<file path="config.mk">
export PLATFORM = sky130hd
export DESIGN_NAME = bp_be_late_wb_arbiter
export DESIGN_NICKNAME = d
export VERILOG_FILES = /design/src/rtl/bp_be_late_wb_arbiter.sv
export SDC_FILE = /design/constraint.sdc
export NUM_CORES = 1
export LEC_CHECK = 0
export CAP_MARGIN = 20
export CORE_MARGIN = 4
export CORE_UTILIZATION = 56
export CTS_BUF_LIST = sky130_fd_sc_hd__clkbuf_16
export CTS_CLUSTER_SIZE = 14
export DETAILED_ROUTE_END_ITERATION = 10
export GPL_TIMING_DRIVEN = 0
export PLACE_DENSITY = 0.85
export REMOVE_ABC_BUFFERS = 1
export SYNTH_ARGS = -nofsm -noshare
export SYNTH_HDL_FRONTEND = slang
export SYNTH_SLANG_ARGS = --single-unit
</file>
<file path="constraint.sdc">
create_clock -name clk_i -period 8.45 [get_ports clk_i]
set_clock_uncertainty 0.2 [all_clocks]
set_input_delay 1.69 -clock clk_i [delete_from_list [all_inputs] [get_ports clk_i]]
set_output_delay 1.69 -clock clk_i [all_outputs]
set_load 0.1 [all_outputs]
</file>
<file path="src/rtl/bp_be_late_wb_arbiter.sv">
// Late-writeback arbiter: one small FIFO per late producer feeding the shared int/fp register
// file write port through a round-robin grant that is held stable while the port is busy.

module bp_be_late_wb_fifo #(
    parameter int els_p   = 2,
    parameter int width_p = 70
) (
    input  logic               clk_i,
    input  logic               reset_n_i,
    input  logic               v_i,
    input  logic [width_p-1:0] data_i,
    output logic               ready_o,
    input  logic               yumi_i,
    output logic               v_o,
    output logic [width_p-1:0] data_o
);
    localparam int ptr_w_lp = $clog2(els_p);
    localparam int cnt_w_lp = $clog2(els_p) + 1;
    localparam logic [cnt_w_lp-1:0] full_lp = cnt_w_lp'(els_p);
    localparam logic [cnt_w_lp-1:0] cnt_one_lp = cnt_w_lp'(1);
    localparam logic [ptr_w_lp-1:0] ptr_one_lp = ptr_w_lp'(1);

    logic [els_p-1:0][width_p-1:0] mem_r;
    logic [ptr_w_lp-1:0]           wptr_r, rptr_r;
    logic [cnt_w_lp-1:0]           count_r;
    logic                          push, pop;

    // Ready comes from the registered count only: a full FIFO refuses even when popping.
    assign ready_o = (count_r < full_lp);
    assign v_o     = (count_r != '0);
    assign push    = v_i & ready_o;
    assign pop     = yumi_i & v_o;
    assign data_o  = mem_r[rptr_r];

    always_ff @(posedge clk_i or negedge reset_n_i) begin
        if (!reset_n_i) begin
            wptr_r  <= '0;
            rptr_r  <= '0;
            count_r <= '0;
        end else begin
            if (push) wptr_r <= wptr_r + ptr_one_lp;
            if (pop)  rptr_r <= rptr_r + ptr_one_lp;
            case ({push, pop})
                2'b10:   count_r <= count_r + cnt_one_lp;
                2'b01:   count_r <= count_r - cnt_one_lp;
                default: count_r <= count_r;
            endcase
        end
    end

    // Storage is not reset; every reader qualifies the head with v_o.
    always_ff @(posedge clk_i) begin
        if (push) mem_r[wptr_r] <= data_i;
    end

    a_no_push_full: assert property (@(posedge clk_i) disable iff (!reset_n_i)
        !(push && (count_r == full_lp)));
    a_pop_nonempty: assert property (@(posedge clk_i) disable iff (!reset_n_i)
        yumi_i |-> v_o);
    a_v_known: assert property (@(posedge clk_i) disable iff (!reset_n_i)
        !$isunknown(v_i));
endmodule

module bp_be_late_wb_arbiter #(
    parameter int  num_req_p        = 2,
    parameter int  fifo_els_p       = 2,
    parameter int  data_width_p     = 64,
    parameter int  reg_addr_width_p = 5,
    localparam int src_w_lp         = (num_req_p > 1) ? $clog2(num_req_p) : 1
) (
    input  logic                                  clk_i,
    input  logic                                  reset_n_i,
    input  logic [num_req_p-1:0]                  req_v_i,
    output logic [num_req_p-1:0]                  req_ready_o,
    input  logic [num_req_p-1:0]                  req_frf_i,
    input  logic [num_req_p*reg_addr_width_p-1:0] req_rd_i,
    input  logic [num_req_p*data_width_p-1:0]     req_data_i,
    output logic                                  wb_v_o,
    input  logic                                  wb_ready_i,
    output logic                                  wb_frf_o,
    output logic [reg_addr_width_p-1:0]           wb_rd_o,
    output logic [data_width_p-1:0]               wb_data_o,
    output logic [src_w_lp-1:0]                   wb_src_o,
    output logic                                  idle_o
);
    typedef struct packed {
        logic                        frf;
        logic [reg_addr_width_p-1:0] rd;
        logic [data_width_p-1:0]     data;
    } wb_entry_s;

    localparam int entry_w_lp = $bits(wb_entry_s);
    localparam logic [src_w_lp-1:0] last_src_lp = src_w_lp'(num_req_p - 1);
    localparam logic [src_w_lp-1:0] src_one_lp  = src_w_lp'(1);

    typedef enum logic {e_idle, e_hold} state_e;

    logic [num_req_p-1:0][entry_w_lp-1:0] enq, head;
    logic [num_req_p-1:0]                 head_v, pop_v;

    state_e              state_r, state_n;
    logic [src_w_lp-1:0] rr_r, rr_n, grant_r, grant_n;
    logic [src_w_lp-1:0] sel_idx, cur_grant, grant_inc;
    logic                sel_found, wb_v, fire;
    wb_entry_s           head_sel;
    int                  idx;

    for (genvar k = 0; k < num_req_p; k++) begin : g_enq
        assign enq[k] = {req_frf_i[k],
                         req_rd_i[k*reg_addr_width_p +: reg_addr_width_p],
                         req_data_i[k*data_width_p +: data_width_p]};
    end

    bp_be_late_wb_fifo #(
        .els_p  (fifo_els_p),
        .width_p(entry_w_lp)
    ) fifo [num_req_p-1:0] (
        .clk_i    (clk_i),
        .reset_n_i(reset_n_i),
        .v_i      (req_v_i),
        .data_i   (enq),
        .ready_o  (req_ready_o),
        .yumi_i   (pop_v),
        .v_o      (head_v),
        .data_o   (head)
    );

    // First non-empty FIFO at or after the rr pointer, wrapping.
    always_comb begin
        sel_found = 1'b0;
        sel_idx   = rr_r;
        idx       = 0;
        for (int i = 0; i < num_req_p; i++) begin
            idx = int'(rr_r) + i;
            if (idx >= num_req_p) idx = idx - num_req_p;
            if (!sel_found && head_v[idx]) begin
                sel_found = 1'b1;
                sel_idx   = src_w_lp'(idx);
            end
        end
    end

    always_ff @(posedge clk_i or negedge reset_n_i) begin
        if (!reset_n_i) begin
            state_r <= e_idle;
            rr_r    <= '0;
            grant_r <= '0;
        end else begin
            state_r <= state_n;
            rr_r    <= rr_n;
            grant_r <= grant_n;
        end
    end

    assign grant_inc = (cur_grant == last_src_lp) ? '0 : cur_grant + src_one_lp;

    always_comb begin
        state_n = state_r;
        rr_n    = rr_r;
        grant_n = grant_r;
        unique case (state_r)
            e_idle: begin
                if (sel_found) begin
                    if (wb_ready_i) begin
                        rr_n = grant_inc;
                    end else begin
                        grant_n = sel_idx;
                        state_n = e_hold;
                    end
                end
            end
            e_hold: begin
                if (wb_ready_i) begin
                    rr_n    = grant_inc;
                    state_n = e_idle;
                end
            end
        endcase
    end

    // A held grant ignores newer arrivals so the port sees stable data until accepted.
    always_comb begin
        cur_grant = (state_r == e_hold) ? grant_r : sel_idx;
        wb_v      = (state_r == e_hold) | sel_found;
        fire      = wb_v & wb_ready_i;
        pop_v     = '0;
        if (fire) pop_v[cur_grant] = 1'b1;
        head_sel  = head[cur_grant];
        wb_v_o    = wb_v;
        wb_frf_o  = wb_v ? head_sel.frf  : 1'b0;
        wb_rd_o   = wb_v ? head_sel.rd   : '0;
        wb_data_o = wb_v ? head_sel.data : '0;
        wb_src_o  = wb_v ? cur_grant     : '0;
    end

    assign idle_o = ~|head_v & (state_r == e_idle);

    a_hold_nonempty: assert property (@(posedge clk_i) disable iff (!reset_n_i)
        (state_r == e_hold) |-> head_v[grant_r]);
endmodule

</file>
==> results of run 1 <==
[cell usage in the layout, fill, tap and decap left out, types with 2 or more instances in the layout]
master           netlist  layout
edfxtp_1             280     280
clkdlybuf4s50_1        0     219
mux2i_1              140     140
nand2_1               74      74
a21oi_1               74      74
a211oi_1              70      70
clkbuf_16              0      29
clkinv_1               0      11
inv_1                  4      10
dfrtp_1               11       9
xnor2_1                8       8
nor2_1                 9       7
buf_16                 0       7
clkinv_2               0       5
buf_12                 0       5
buf_6                  0       5
or2_1                  2       2
nor2_4                 0       2
and3_4                 0       2
ha_1                   2       2
dfrtp_4                0       2
[layer usage]
layer  track usage (%)  vias to the layer above  wire length (um)  share of wire, %
met5                 0                        -                 0                 0
met3              4.27                       37              1950               7.1
met1              29.8                     3637             11000                40
met4              4.79                        0               423               1.5
met2              40.2                      283             14200                51
li1                  -                     3323                 -                 -
[through the flow]
stage | hold WS [ns] | cells | area (um2) | utilization (%)
final | 0.348 | 1250 | 15300 | 74.8
after global routing | 0.373 | 1250 | 15300 | 74.8
after CTS | 0.352 | 1250 | 15300 | 74.8
after detailed placement | 0.335 | 1198 | 14500 | 70.7
after global placement | 0.277 | 1180 | 14100 | 68.7
after floorplan | 0.261 | 691 | 11500 | -
[final timing paths]
check / startpoint / endpoint / slack (ns) / depth (start not counted)
setup / recovery: state_r$_DFF_PN0_ / wb_data_o[18] / 2.54 / 7
hold / removal: fifo[1].count_r[0]$_DFFE_PN0P_ / fifo[1].count_r[0]$_DFFE_PN0P_ / 0.35 / 1
setup reg to reg: fifo[0].count_r[0]$_DFFE_PN0P_ / fifo[0].count_r[1]$_DFFE_PN0P_ / 5.82 / 7
hold reg to reg: fifo[1].count_r[0]$_DFFE_PN0P_ / fifo[1].count_r[0]$_DFFE_PN0P_ / 0.35 / 1
max in group asynchronous: reset_n_i / fifo[0].rptr_r$_DFFE_PN0P_ / 6.32 / 1
min in group asynchronous: reset_n_i / grant_r$_DFFE_PN0P_ / 1.32 / 1
[final cells by class]
type                       instances  area share (%)
clock inverter                    23           0.775
inverter                           5           0.139
multi-input combinational        395            18.8
timing repair buffer             237            16.7
tap                              270            2.20
clock buffer                      29            4.73
sequential                       291            56.7
[cells in the mapped netlist, drive strengths merged]
cell type,count,area share (%)
a211oi,70,4.5
o311ai,1,0.074
nor2,9,0.29
mux2i,140,12
maj3,2,0.18
inv,5,0.16
a31o,1,0.074
buf,26,1.0
nand2,74,2.4
nand3,1,0.042
dfrtp,11,2.3
a21oi,75,3.2
xor2,1,0.074
ha,2,0.21
and3,2,0.11
xnor2,8,0.59
a31oi,1,0.053
o21ai,2,0.18
edfxtp,280,71
o211ai,1,0.064
clkbuf,32,1.0
nand2b,1,0.053
nor3,2,0.085
or2,2,0.11
[cell families (layout without fill, tap and decap cells)]
group / count (synthesis) / count (layout)
buf+inv: 63 / 294
simple gates: 91 / 91
compound gates: 151 / 151
flops: 291 / 291
fa+ha+maj: 4 / 4
mux: 140 / 140
xor+xnor: 9 / 9
[registers in the layout, indices dropped and copies added, names as in the netlist]
name,flops
fifo.count_r,4
fifo.mem_r,280
fifo.rptr_r,2
fifo.wptr_r,2
grant_r,1
rr_r,1
state_r,1
==> metrics.md, run 1 <==
| Metric | Value |
|---|---|
| Crit path launch type | `register` |
| Critical path class | `reg -> out` |
| Inserted Diodes | `0` |
| Postcts setup bufs | `0` |
| Die Y | `153 um` |
| Bufs and invs on worst path | `4` |
| WL per Instance | `between 20 and 25 um` |
| Final Hold Fails | `0` |
| Worst skew pair latency | `0.52 ns` |
| Initial antenna violation count | `0` |
| Layout Nets | `1106` |
| Multi-input gate area | `approximately 0.0029 mm2` |
| Initial Utilization | `~58%` |
| Clk buf depth | `3` |
| TritonCTS Sinks | `291` |
| Slew @ Worst Pin | `around 1.1 ns` |
| Tcrit/Tclk final | `69.9%` |
| Gr usage total | `22.8%` |
| Port buffer count | `219` |
| Main combinational cell family by area after synthesis | `multiplexers` |
| Final min period | `5.91 ns` |
| H-tree depth | `1` |
| Vias post-DR | `approximately 7.3k` |
| Final Max Tran Viols | `0` |
| First-pass GRT wire length | `42500 um` |
| # fillers | `1268` |
| Remaining DRCs | `0` |
| Row count | `52` |
| CP arrival | `4.02 ns` |
| Syn Std Cell Area | `0.0118 mm2` |
| GRT overflow | `0` |
| MaxCap Viol Count | `0` |
| Largest net degree at the start of global routing | `73` |
| Drt initial violations | `around 400` |
| Die Wd | `153 um` |
| Die area | `0.0234 mm2` |
| Post-route antenna net violation count | `0` |
| DR vias/cell | `5.82` |
| Synth Area in Simple Gates | `under 10%` |
| Compound-Gate Fraction of Synth Area | `8.12%` |
| F_max | `0.169 GHz` |
| Worst-path clk slew | `0.06 ns` |
| Top Family by Delay on Critical Path | `buffers and inverters` |
| Synth unique cells | `30` |
| CP max-delay cell | `clkdlybuf4s50_1` |
| Area grow syn2layout | `30.1%` |
| Post-synthesis xor/xnor area fraction | `less than 1%` |
| First-pass iteration count of the detailed router | `5` |
| Sequential cell area | `approximately 0.0087 mm2` |
| Share of synthesized cell area in full adder, half adder and majority cells | `less than 1%` |
| #FFs+latches synth | `~290` |
| Register area share after synthesis | `73.7%` |
| Synth Instances | `749` |
| Worst relative slew slack | `29.1%` |
| Most numerous cell on the critical path | `buf_16` |
| Share of cells above drive strength 1 | `under 10%` |
| RePlAce Congestion | `0.743` |
| Total negative setup slack | `0 ns` |
| Cts hold-fix bufs | `0` |
| Root buf cell | `clkbuf_16` |
| Io pins | `220` |
| Post-Place Worst Slack | `3.11 ns` |
| Hold Path Class | `reg -> reg` |
| Synth Warn # | `0` |
| DP Wirelength | `approximately 17000 um` |
| CTS tree | `yes` |
| CP required | `between 6 and 7 ns` |
| Post-synthesis mux area share | `a little under an eighth` |
| Critical path capture point type | `output pin` |
| PostCTS Resize Cnt | `0` |
| Max Fanout on Critical Path | `47` |
| Final WL | `between 20000 and 30000 um` |
| Vias in the first global route | `~7.7k` |
| Unrepaired setup endpoints after global routing | `false` |
| TritonCTS Buffers | `29` |
| Final setup margin | `2.54 ns` |
| Final setup vio count | `0` |
| Critical-path cell list | `nand2b_4 > buf_16 > o21ai_4 > buf_16 > buf_16 > a211oi_1 > clkdlybuf4s50_1` |
| Syn Area/Cell | `15.7 um2` |
| Core area | `0.0205 mm2` |
| Critical Path Max Stage Delay | `1.22 ns` |
| Status | `complete, no violations` |
Power of run 1 is not shown: default switching activity piles up to over one toggle a cycle in this logic, so the estimate is an artifact.
==> run 2, diff against run 1 <==
--- a/config.mk
+++ b/config.mk
@@ -7,12 +7,12 @@
 export LEC_CHECK = 0
 export CAP_MARGIN = 20
 export CORE_MARGIN = 4
-export CORE_UTILIZATION = 56
+export CORE_UTILIZATION = 47
 export CTS_BUF_LIST = sky130_fd_sc_hd__clkbuf_16
 export CTS_CLUSTER_SIZE = 14
 export DETAILED_ROUTE_END_ITERATION = 10
 export GPL_TIMING_DRIVEN = 0
-export PLACE_DENSITY = 0.85
+export PLACE_DENSITY = 0.76
 export REMOVE_ABC_BUFFERS = 1
 export SYNTH_ARGS = -nofsm -noshare
 export SYNTH_HDL_FRONTEND = slang
==> constraint.sdc (replaced) <==
create_clock -name clk_i -period 5.1 [get_ports clk_i]
set_clock_uncertainty 0.2 [all_clocks]
set_input_delay 1.02 -clock clk_i [delete_from_list [all_inputs] [get_ports clk_i]]
set_output_delay 1.02 -clock clk_i [all_outputs]
set_load 0.1 [all_outputs]
==> run 2 against run 1 <==
Non-clock buffer count did not move. Cell count rose by 4.5%. Wire length rose by 1.3%. Worst setup slack got worse by 2.4 ns. Critical path depth fell by 2. Cell area rose by 0.88%. Critical path type unchanged.
==> metrics.md, run 2 (synthesis results as in run 1) <==
| Metric | Value |
|---|---|
| Slew @ Worst Pin | `1.05 ns (-0.00652 ns)` |
| Final min period | `5.00 ns` |
| Hold Path Class | `reg -> reg` |
| Core area | `0.0245 mm2 (+19%)` |
| CP arrival | `3.78 ns (-0.24 ns)` |
| Port buffer count | `219 (unchanged)` |
| Critical path capture point type | `output pin` |
| CTS tree | `yes` |
| H-tree depth | `1 (unchanged)` |
| Largest registers | `fifo.mem_r (280), fifo.count_r (4)` |
| F_max | `0.200 GHz` |
| Top reg by flops | `fifo.mem_r` |
| DR vias/cell | `5.53 (-5.0%)` |
| Io pins | `220 (unchanged)` |
| Critical path class | `reg -> out` |
| Post-route antenna net violation count | `0 (unchanged)` |
| Met3 wire length | `1850 um (-5.4%)` |
| RePlAce Congestion | `0.750 (+1.1%)` |
| Cells on worst reg2reg path | `6 (-1)` |
| CP required | `3.88 ns (-2.68 ns)` |
| DP Wirelength | `17600 um (+0.69%)` |
| Layout Utilization | `63.2% (-12 points)` |
| Max Fanout on Critical Path | `33 (-30%)` |
| Final setup vio count | `0 (unchanged)` |
| Cts hold-fix bufs | `0 (unchanged)` |
| TritonCTS Sinks | `291 (unchanged)` |
| Status | `complete, no violations` |
| Crit path launch type | `register` |
| Hold Crit Depth | `1 (unchanged)` |
| Final Hold Fails | `0 (unchanged)` |
| Initial antenna violation count | `0 (unchanged)` |
| Largest register FFs | `280 (unchanged)` |
| Gr usage total | `19.9% (-2.9 points)` |
| Commonest non-fill, non-tap cell in the layout | `edfxtp_1` |
| Layout Nets | `1106 (unchanged)` |
| Worst relative slew slack | `29.5% (+0.44 points)` |
| Met1 WL | `11400 um (+3.0%)` |
| Most frequent cells in the layout | `edfxtp_1, clkdlybuf4s50_1, mux2i_1` |
| Drt initial violations | `477 (+20%)` |
| Dpl cells | `1252 (+4.5%)` |
| Remaining DRCs | `0 (unchanged)` |
| Clk buf depth | `3 (unchanged)` |
| Total negative setup slack | `0 ns (unchanged)` |
| Initial Utilization | `48.2% (-9.3 points)` |
| Die area | `0.0277 mm2 (+18%)` |
| Area grow syn2layout | `31.2%` |
| Vias post-DR | `7228 (-0.71%)` |
| First-pass iteration count of the detailed router | `5 (unchanged)` |
| Top sig layer | `met4` |
| Fin cells | `1306 (+4.5%)` |
| Final Max Tran Viols | `0 (unchanged)` |
| Worst skew pair latency | `0.52 ns (about the same)` |
| Vias in the first global route | `7679 (-0.70%)` |
| Die Y | `166 um (+8.7%)` |
| First-pass GRT wire length | `43600 um (+2.4%)` |
| Row count | `57 (+9.6%)` |
| Largest net degree at the start of global routing | `73 (unchanged)` |
| Metal2 WL | `14200 um (about the same)` |
| GRT overflow | `0 (unchanged)` |
| Unrepaired setup endpoints after global routing | `false` |
| Root buf cell | `clkbuf_16` |
| # fillers | `1775 (+40%)` |
| TritonCTS Buffers | `29 (unchanged)` |
| Worst-path clk slew | `0.06 ns (about the same)` |
| Final WL | `28000 um (+1.3%)` |
| Postcts setup bufs | `0 (unchanged)` |
| MaxCap Viol Count | `0 (unchanged)` |
| Tcrit/Tclk final | `a little over nine tenths` |
| Share of cells above drive strength 1 | `7.75% (+0.91 points)` |
| Worst hold slack | `0.346 ns (-0.00204 ns)` |
| Die Wd | `166 um (+8.7%)` |
| WL per Instance | `21.4 um (-3.0%)` |
[run 2: cell count changes in the layout (fill, tap and decap cells not counted), moves of 2 or more]
| cell | delta |
|---|---|
| inv_1 | -2 |
| clkdlybuf4s50_1 | -2 |
| clkinv_1 | -6 |
| clkinv_2 | +5 |
| bufinv_16 | +2 |
[run 2: worst paths after layout]
kind / endpoint / startpoint / slack [ns]
max: wb_data_o[3] / state_r$_DFF_PN0_ / 0.1
min: fifo[1].count_r[0]$_DFFE_PN0P_ / fifo[1].count_r[0]$_DFFE_PN0P_ / 0.35
max reg2reg: fifo[0].count_r[1]$_DFFE_PN0P_ / state_r$_DFF_PN0_ / 2.55
min reg2reg: fifo[1].count_r[0]$_DFFE_PN0P_ / fifo[1].count_r[0]$_DFFE_PN0P_ / 0.35
max in group asynchronous: fifo[0].rptr_r$_DFFE_PN0P_ / reset_n_i / 3.66
min in group asynchronous: fifo[1].count_r[1]$_DFFE_PN0P_ / reset_n_i / 0.65
[run 2: critical path, stage by stage (launching register included)]
cell	delay, ns
dfrtp_1	0.51
nand2b_4	0.44
o21ai_4	0.36
buf_16	0.27
a211oi_1	0.41
clkdlybuf4s50_1	1.23
[run 2: routing by layer]
metal / vias to the layer above / GRT usage (%)
li1: 3328 / -
met1: 3590 / 25.5
met2: 270 / 34.6
met3: 40 / 4.21
met4: 0 / 5.16
met5: - / 0
[run 2: final cells by class]
cell class / count / area (um2) / area share (%)
Timing Repair Buffer: 237 / 2550 / 16.5
Clock inverter: 24 / 190 / 1.23
Antenna cell: 1 / 2.50 / 0.0162
Inverter: 5 / 21.3 / 0.138
Multi-Input combinational cell: 395 / 2880 / 18.6
Tap cell: 324 / 405 / 2.62
Clock buffer: 29 / 726 / 4.69
Sequential cell: 291 / 8690 / 56.2
[run 2: timing repair]
action | CTS | global route
gates resized for setup | 1 | 1
setup endpoints to repair | 1 | 1
gates cloned | 0 | 0
[run 2: through the flow]
stage	area [um2]	setup WS (ns)
2_1_floorplan	11500	-5.86
3_3_place_gp	14100	-6.59
5_1_grt	15500	0.00444
6_report	15500	0.0970
3_5_place_dp	14500	0.496
4_1_cts	15500	0.135
Power of run 2 is left out for the same reason.
==> run 3, diff against run 2 <==
--- a/config.mk
+++ b/config.mk
@@ -7,12 +7,12 @@
 export LEC_CHECK = 0
 export CAP_MARGIN = 20
 export CORE_MARGIN = 4
-export CORE_UTILIZATION = 47
+export CORE_UTILIZATION = 56
 export CTS_BUF_LIST = sky130_fd_sc_hd__clkbuf_16
 export CTS_CLUSTER_SIZE = 14
 export DETAILED_ROUTE_END_ITERATION = 10
 export GPL_TIMING_DRIVEN = 0
-export PLACE_DENSITY = 0.76
+export PLACE_DENSITY = 0.85
 export REMOVE_ABC_BUFFERS = 1
 export SYNTH_ARGS = -nofsm -noshare
 export SYNTH_HDL_FRONTEND = slang
==> constraint.sdc (replaced) <==
create_clock -name clk_i -period 6.41 [get_ports clk_i]
set_clock_uncertainty 0.2 [all_clocks]
set_input_delay 1.282 -clock clk_i [delete_from_list [all_inputs] [get_ports clk_i]]
set_output_delay 1.282 -clock clk_i [all_outputs]
set_load 0.1 [all_outputs]
==> results of run 3 <==
The final DEF is identical to that of run 1. Status: complete, no violations.
Among the figures that moved: setup slack after placement 3.11 ns -> 1.48 ns; setup slack after layout 2.54 ns -> 0.911 ns; register-to-register setup slack 5.82 ns -> 3.78 ns
Power of run 3 is left out for the same reason.
